## config.mk

```make
export PLATFORM = sky130hd
export DESIGN_NAME = uart_alu_ctrl
export DESIGN_NICKNAME = d
export VERILOG_FILES = /design/src/rtl/uart_alu_ctrl.sv
export SDC_FILE = /design/constraint.sdc
export NUM_CORES = 1
export LEC_CHECK = 0
export ABC_CLOCK_PERIOD_IN_PS = 2760
export BUFFER_PORTS_ARGS = -buffer_cell sky130_fd_sc_hd__buf_2
export CAP_MARGIN = 20
export CORE_ASPECT_RATIO = 0.6
export CORE_UTILIZATION = 54
export CTS_CLUSTER_DIAMETER = 100
export DETAILED_ROUTE_END_ITERATION = 10
export PLACE_DENSITY_LB_ADDON = 0.3
export SYNTH_ARGS = -nofsm -noshare
export SYNTH_HDL_FRONTEND = slang
export SYNTH_SLANG_ARGS = --single-unit
```

## constraint.sdc

```tcl
create_clock -name clk -period 2.76 [get_ports clk]
set_input_delay 0.138 -clock clk [delete_from_list [all_inputs] [get_ports clk]]
set_output_delay 0.138 -clock clk [all_outputs]
set_load 0.05 [all_outputs]
```

## src/rtl/uart_alu_ctrl.sv

```systemverilog
// Frame sequencer between uart_rx, an external combinational ALU and uart_tx.
// Collects A, B and opcode bytes, then sends the ALU result (or an error byte).
module uart_alu_ctrl #(
  parameter int                   NB_DATA  = 8,
  parameter int                   NB_OP    = 6,
  parameter int                   TIMEOUT  = 1000000,
  parameter logic [NB_DATA-1:0]   ERR_CODE = 8'hFF
) (
  input  logic               clk,
  input  logic               i_rst,
  input  logic [NB_DATA-1:0] i_rx_data,
  input  logic               i_rx_done,
  input  logic [NB_DATA-1:0] i_alu_result,
  output logic [NB_DATA-1:0] o_alu_a,
  output logic [NB_DATA-1:0] o_alu_b,
  output logic [NB_OP-1:0]   o_alu_op,
  output logic [NB_DATA-1:0] o_tx_data,
  output logic               o_tx_start,
  input  logic               i_tx_done,
  output logic               o_busy,
  output logic               o_timeout,
  output logic               o_overrun
);

  localparam int              CNT_W   = (TIMEOUT > 1) ? $clog2(TIMEOUT) : 1;
  localparam logic [CNT_W-1:0] CNT_MAX = CNT_W'(TIMEOUT - 1);

  localparam logic [NB_OP-1:0] OP_ADD = NB_OP'(6'b100000);
  localparam logic [NB_OP-1:0] OP_SUB = NB_OP'(6'b100010);
  localparam logic [NB_OP-1:0] OP_AND = NB_OP'(6'b100100);
  localparam logic [NB_OP-1:0] OP_OR  = NB_OP'(6'b100101);
  localparam logic [NB_OP-1:0] OP_XOR = NB_OP'(6'b100110);
  localparam logic [NB_OP-1:0] OP_NOR = NB_OP'(6'b100111);
  localparam logic [NB_OP-1:0] OP_SRA = NB_OP'(6'b000011);
  localparam logic [NB_OP-1:0] OP_SRL = NB_OP'(6'b000010);

  typedef enum logic [2:0] {
    S_WAIT_A,
    S_WAIT_B,
    S_WAIT_OP,
    S_EXEC,
    S_SEND,
    S_WAIT_TX
  } state_t;

  function automatic logic op_valid(input logic [NB_OP-1:0] op);
    return op inside {OP_ADD, OP_SUB, OP_AND, OP_OR, OP_XOR, OP_NOR, OP_SRA, OP_SRL};
  endfunction

  state_t             state_q;
  logic [NB_DATA-1:0] alu_a_q;
  logic [NB_DATA-1:0] alu_b_q;
  logic [NB_OP-1:0]   alu_op_q;
  logic [NB_DATA-1:0] tx_data_q;
  logic               tx_start_q;
  logic               busy_q;
  logic               timeout_q;
  logic               overrun_q;
  logic [CNT_W-1:0]   cnt_q;
  logic [CNT_W-1:0]   cnt_d;
  logic               cnt_expired;

  // Inter-byte counter saturates at its terminal value instead of wrapping.
  always_comb begin
    cnt_expired = (cnt_q == CNT_MAX);
    cnt_d       = cnt_expired ? cnt_q : cnt_q + 1'b1;
  end

  always_ff @(posedge clk) begin
    if (i_rst) begin
      state_q    <= S_WAIT_A;
      alu_a_q    <= '0;
      alu_b_q    <= '0;
      alu_op_q   <= '0;
      tx_data_q  <= '0;
      tx_start_q <= 1'b0;
      busy_q     <= 1'b0;
      timeout_q  <= 1'b0;
      overrun_q  <= 1'b0;
      cnt_q      <= '0;
    end else begin
      tx_start_q <= 1'b0;
      timeout_q  <= 1'b0;
      case (state_q)
        S_WAIT_A: begin
          if (i_rx_done) begin
            alu_a_q <= i_rx_data;
            cnt_q   <= '0;
            state_q <= S_WAIT_B;
          end
        end
        S_WAIT_B: begin
          if (i_rx_done) begin
            alu_b_q <= i_rx_data;
            cnt_q   <= '0;
            state_q <= S_WAIT_OP;
          end else if (cnt_expired) begin
            cnt_q     <= '0;
            timeout_q <= 1'b1;
            state_q   <= S_WAIT_A;
          end else begin
            cnt_q <= cnt_d;
          end
        end
        S_WAIT_OP: begin
          if (i_rx_done) begin
            alu_op_q <= i_rx_data[NB_OP-1:0];
            cnt_q    <= '0;
            busy_q   <= 1'b1;
            state_q  <= S_EXEC;
          end else if (cnt_expired) begin
            cnt_q     <= '0;
            timeout_q <= 1'b1;
            state_q   <= S_WAIT_A;
          end else begin
            cnt_q <= cnt_d;
          end
        end
        // ALU has seen the registered operands for a full cycle; latch its answer.
        S_EXEC: begin
          tx_data_q  <= op_valid(alu_op_q) ? i_alu_result : ERR_CODE;
          tx_start_q <= 1'b1;
          state_q    <= S_SEND;
        end
        S_SEND: begin
          state_q <= S_WAIT_TX;
        end
        S_WAIT_TX: begin
          if (i_tx_done) begin
            busy_q  <= 1'b0;
            state_q <= S_WAIT_A;
          end
        end
        default: begin
          busy_q  <= 1'b0;
          state_q <= S_WAIT_A;
        end
      endcase
      // Bytes arriving while a result is in flight are dropped, but remembered.
      if (i_rx_done && (state_q inside {S_EXEC, S_SEND, S_WAIT_TX})) begin
        overrun_q <= 1'b1;
      end
    end
  end

  assign o_alu_a    = alu_a_q;
  assign o_alu_b    = alu_b_q;
  assign o_alu_op   = alu_op_q;
  assign o_tx_data  = tx_data_q;
  assign o_tx_start = tx_start_q;
  assign o_busy     = busy_q;
  assign o_timeout  = timeout_q;
  assign o_overrun  = overrun_q;

endmodule
```

### Word level (Yosys, flattened, before mapping)

Cells that the tools add are included.

| word-level totals | value |
|---|---|
| input port bits | 20 |
| bits in registers | 57 |

| operators by class | value |
|---|---|
| reductions and logical operators | 14 |
| eq/ne operators | 17 |
| mux-type cells | 16 |
| add/subtract/negate cells | 1 |
| bitwise gates (word level) | 2 |

Operator list:

| operator | count |
|---|---|
| 2-to-1 mux 20 bit | 3 |
| case mux 20 bit (2 select lines) | 1 |
| == test 6 bit, second input constant | 6 |
| adder 20 x 1 -> 20 bit, second input constant | 1 |
| == test 20 bit, second input constant | 1 |
| case mux 3 bit (6 select lines) | 1 |
| 2-to-1 mux 3 bit | 5 |
| == test 6 x 2 -> 1 bit, second input constant | 2 |
| AND reduction 2 bit | 5 |
| 2-to-1 mux 8 bit | 1 |
| nonzero test 8 bit | 1 |
| == test 3 x 2 -> 1 bit, second input constant | 2 |
| == test 3 bit, second input constant | 2 |
| != test 2 bit, second input constant | 3 |
| 2-to-1 mux 1 bit | 4 |
| OR reduction 4 bit | 1 |
| == test 3 x 1 -> 1 bit, second input constant | 1 |
| logical NOT 3 bit | 1 |
| case mux 1 bit (3 select lines) | 1 |
| AND reduction 3 bit | 1 |
| nonzero test 3 bit | 1 |
| OR reduction 3 bit | 1 |
| NOT 1 bit | 2 |
| nonzero test 2 bit | 1 |
| other kinds (2) | 2 |

### Longest topological paths before layout

| depth | value |
|---|---|
| depth in word-level cells | 4 |
| mapped depth | 8 |
| gate-level depth less buffers | 6 |

### Worst setup path before layout

No wires, ideal clock.

| path | value |
|---|---|
| path kind | register to register |
| start | reg cnt_q[6] |
| end | reg cnt_q[18] |
| arrival time | 1.804 ns |
| library setup time | 0.117 ns |
| stages on the path, launching flop included | 7 |
| path buffers | 1 |
| period minus slack after synthesis | 1.920 ns |
| slack | 0.840 ns |
| required time | 2.643 ns |
| path through | dfxtp_1 > or4_4 > nor4_4 > a211oi_2 > buf_6 > a21o_1 > a22o_1 |

| between the ends | value |
|---|---|
| longest elaborated chain between the ends | 4 |
| elaborated cells between the ends (all ways) | 5 |
| classes of those cells | add/sub: 1; eq/ne: 1; mux: 3 |

Ends and longest elaborated chain:

| element | line | RTL |
|---|---|---|
| start, declared | 59 | `logic [CNT_W-1:0] cnt_q;` |
| start signal, assigned | 102 | `cnt_q <= cnt_d;` |
| start signal, assigned | 116 | `cnt_q <= cnt_d;` |
| adder 20 x 1 -> 20 bit or == test 20 bit (tied branches) | 66, 65 |  |
| 2-to-1 mux 20 bit (*) | 97, 111 |  |
| 2-to-1 mux 20 bit (*) | 93 | `if (i_rx_done) begin` |
| case mux 20 bit (2 select lines) (*) | 84 | `case (state_q)` |

Mark *: on every way between the ends. The rest lies on a longest branch, timed or not.
A chain may end at the register's enable or synchronous reset.

### Worst setup path after layout

| path | value |
|---|---|
| start | reg state_q[1] |
| end | reg cnt_q[9] |

| between the ends | value |
|---|---|
| longest elaborated chain between the ends | 4 |
| elaborated cells between the ends (all ways) | 8 |
| classes of those cells | eq/ne: 3; mux: 1; reduce/logical: 4 |

Ends and longest elaborated chain:

| element | line | RTL |
|---|---|---|
| start, declared | 50 | `state_t state_q;` |
| start signal, assigned | 71 | `state_q <= S_WAIT_A;` |
| start signal, assigned | 89 | `state_q <= S_WAIT_B;` |
| start signal, assigned | 96 | `state_q <= S_WAIT_OP;` |
| == test 3 x 2 -> 1 bit or == test 3 x 1 -> 1 bit (tied branches) | 84 |  |
| OR reduction 2 bit (no source line) | -- |  |
| nonzero test 2 bit (no source line) | -- |  |
| AND reduction 2 bit (no source line) | -- |  |

Several ways; a longest one is shown, not always the timed one.

==> impl_metrics.yaml <==
detailed_routing:
  drc: 0
  drt-total-wl_um: 5872
  avgRoutedWirePerCell_um: 13.85
  antenna_left: 0
  num_vias: 2389
  first_iter_violations: 236
  via_per_inst: 5.634
  drtPass1Iterations: 5
power:
  p_sw_share_pct: 25.71
  pwr-share-clk_pct: 41.9
  comb_power_share_pct: 12.3
  p_leak_nw: 1.222
  vdd_drop_max_mv: 0.3823
  p_sw_uw: 485.9
  powerDensity_nw_per_um2: 623.8
  seq_power_share_pct: 45.8
  p_int_mw: 1.404
synthesis:
  yosysSeqAreaShare_pct: 45.44
  syn_nets: 326
  synth_cell_type_count: 44
  synth.top_cell.area_share_pct: 45.44
  avgSynthCellArea_um2: 8.233
  async_flop_share_pct: 0
  synthesis.area_um2: 2511
  ys_top_cells_by_area: "dfxtp_1 (45%), a21oi_1 (7.2%), nand2_1 (6.9%), nor2_1 (5.1%), nor3_1 (4.2%)"
  synth_common_cells: "dfxtp_1 (57), nand2_1 (46), a21oi_1 (36), nor2_1 (34), nor3_1 (21)"
  synth_cells: 305
  synth.most_common_cell: "dfxtp_1"
  synth_ff_type: "dfxtp_1"
  ys_warn_count: 0
  ys_seq_elements: 57
  synth_edf_count: 0
  yosysTopAreaCell: "dfxtp_1"
cells_and_area:
  drive_gt1_share_pct: 21.98
  antenna_cells: 0
  nets: 380
  utilization_pct: 70.79
  fin_cells: 424
  syn_to_final_growth_pct: 20.63
setup_path:
  cp_slowest_cell: "a211oi_2"
  worstPathRequired_ns: 3.01
  path_class: "reg -> reg"
  cp_top_family: "compound AO/OA/AOI/OAI gates"
  end_kind: "flip-flop"
  cp_max_fo: 14
  slowest_delay_ns: 0.72
  cp_data_arrival_time_ns: 2.73
  crit_buf_inv: 1
  crit_chain: "nor2b_1, o21ai_2, a211oi_2, buf_4, or2b_1, a31oi_1"
  start_kind: "flip-flop"
timing:
  min_period_ns: 2.483
  final-setup-viol-count: 0
  hold_violations: 0
  finalWorstSetupSlack_ns: 0.2773
  maxSlewViolCount: 0
  tightestPinTransition_ns: 0.8016
  period_share_pct: 89.95
  fmax_mhz: 402.8
  final.setup.tns_ns: 0
  rsz0062_at_grt: "false"
  slew_headroom_pct: 46.46
  worst_clock_skew_ns: 0.006816
clocking:
  clk_path_buf_depth: 2
  postCtsSetupRepairBufs: 0
  root_buffer: "clkbuf_8"
  ctsHtreeMaxLevel: 3
  hold_buffers: 0
  clkSlewWorstSetupHoldPaths_ns: 0.07
  cts_tree: "yes"
  cts_sinks: 57
  ctsResizeCount: 0
  clk_latency_ns: 0.32
  cts_buffers: 9
floorplanning:
  die_area_um2: 4936
  initial_core_util_pct: 58.68
  core_um2: 4279
  die_w_um: 90.04
  io_pins: 54
  die_h_um: 54.82
  rows: 18
hold_path:
  hp-class: "in -> reg"
place:
  io_buffers: 53
  dpl_worst_slack_ns: 0.3500
  hpwl_um: 4064
  numPlacedInstances: 408
  place.gp.congestion: 0.8579
run:
  cap_violations: 0
global_routing:
  overflow: 0
  grt_max_degree: 50
  grt_pass1_vias: 2078
  grt_pass1_wl_um: 9908
  grt_antenna_before_repair: 0
  gr-usage-all-layers_pct: 26.02
outcome:
  status: "complete, no violations"
sequential cells by signal, summed over array words and instances (netlist names):
signal and flops:
o_alu_op 6, o_alu_b 8, cnt_q 20, o_tx_data 8, o_tx_start 1, o_overrun 1
o_alu_a 8, o_timeout 1, state_q 3, o_busy 1
cell type report:
cell class / count / area (µm²)
inverters: 3 / 11.26
repair buffers: 58 / 302.8
fillers: 370 / 1250
flip-flops and latches: 57 / 1141
clock inverters: 2 / 35.03
clock buffers: 14 / 172.7
multi-input cells: 230 / 1291
well taps: 60 / 75.07
path summary, 6_finish.rpt:
| path | to | slack (ns) | startpoint | cells after the start |
|---|---|---|---|---|
| setup / recovery | cnt_q[9] | 0.28 | state_q[1] | 6 |
| hold / removal | o_alu_b[7] | 0.06 | i_rx_data[7] | 3 |
| setup reg to reg | cnt_q[9] | 0.28 | state_q[1] | 6 |
| hold reg to reg | o_alu_b[5] | 0.45 | o_alu_b[5] | 2 |
power by group through the flow:
stage / Combinational [mW] / Clock [mW] / Sequential [mW]
finish: 0.232 / 0.793 / 0.865
global route: 0.251 / 0.856 / 0.868
CTS: 0.232 / 0.809 / 0.864
detailed placement: 0.230 / 0 / 0.882
global placement: 0.226 / 0 / 0.880
floorplan: 0.0960 / 0 / 0.949
through the flow:
stage	hold slack, ns	cell area (µm²)	power, mW
after floorplan	0.2740	2511	1.045
after global placement	0.3957	2821	1.106
after detailed placement	0.4023	2821	1.112
after CTS	0.05158	3029	1.905
after global routing	0.07237	3029	1.974
final	0.06052	3029	1.890
layout by cell type, fill, tap and decap left out, drive strengths merged, types with 3 or more instances in the layout:
cell type	instances
nand3b	5
nand2b	4
dfxtp	57
a22o	3
a31oi	5
nor2	35
nand4	6
inv	3
a21oi	36
mux2i	10
clkbuf	14
and3	5
or4	3
o21ai	8
nand2	46
nor3	21
nand3	11
buf	58
nor2b	5
a211oi	3
metal layers:
metal / vias up / wire [µm] / GRT usage (%)
met3: 4 / 502 / 6.528
met1: 1090 / 2890 / 36.88
met2: 101 / 2446 / 39.44
li1: 1194 / - / -
met5: - / 0 / 0
met4: 0 / 31 / 7.527
worst min-delay path, cell delays in order:
cell	delay, ns
buf_2	0.11
nand2_1	0.05
a21oi_1	0.05
cell families (layout without fill, tap and decap cells):
| logic type | Yosys count | after routing | synth area share, % |
|---|---|---|---|
| multiplexers | 10 | 10 | 3.986 |
| AO/OA/AOI/OAI | 60 | 60 | 13.95 |
| buffers and inverters | 18 | 77 | 3.139 |
| adder cells (fa/ha/maj) | 1 | 1 | 0.4982 |
| AND/OR/NAND/NOR | 157 | 157 | 32.29 |
| XOR/XNOR | 2 | 2 | 0.6977 |
| flip-flops | 57 | 57 | 45.44 |
Power figures use the tool's default switching activity.
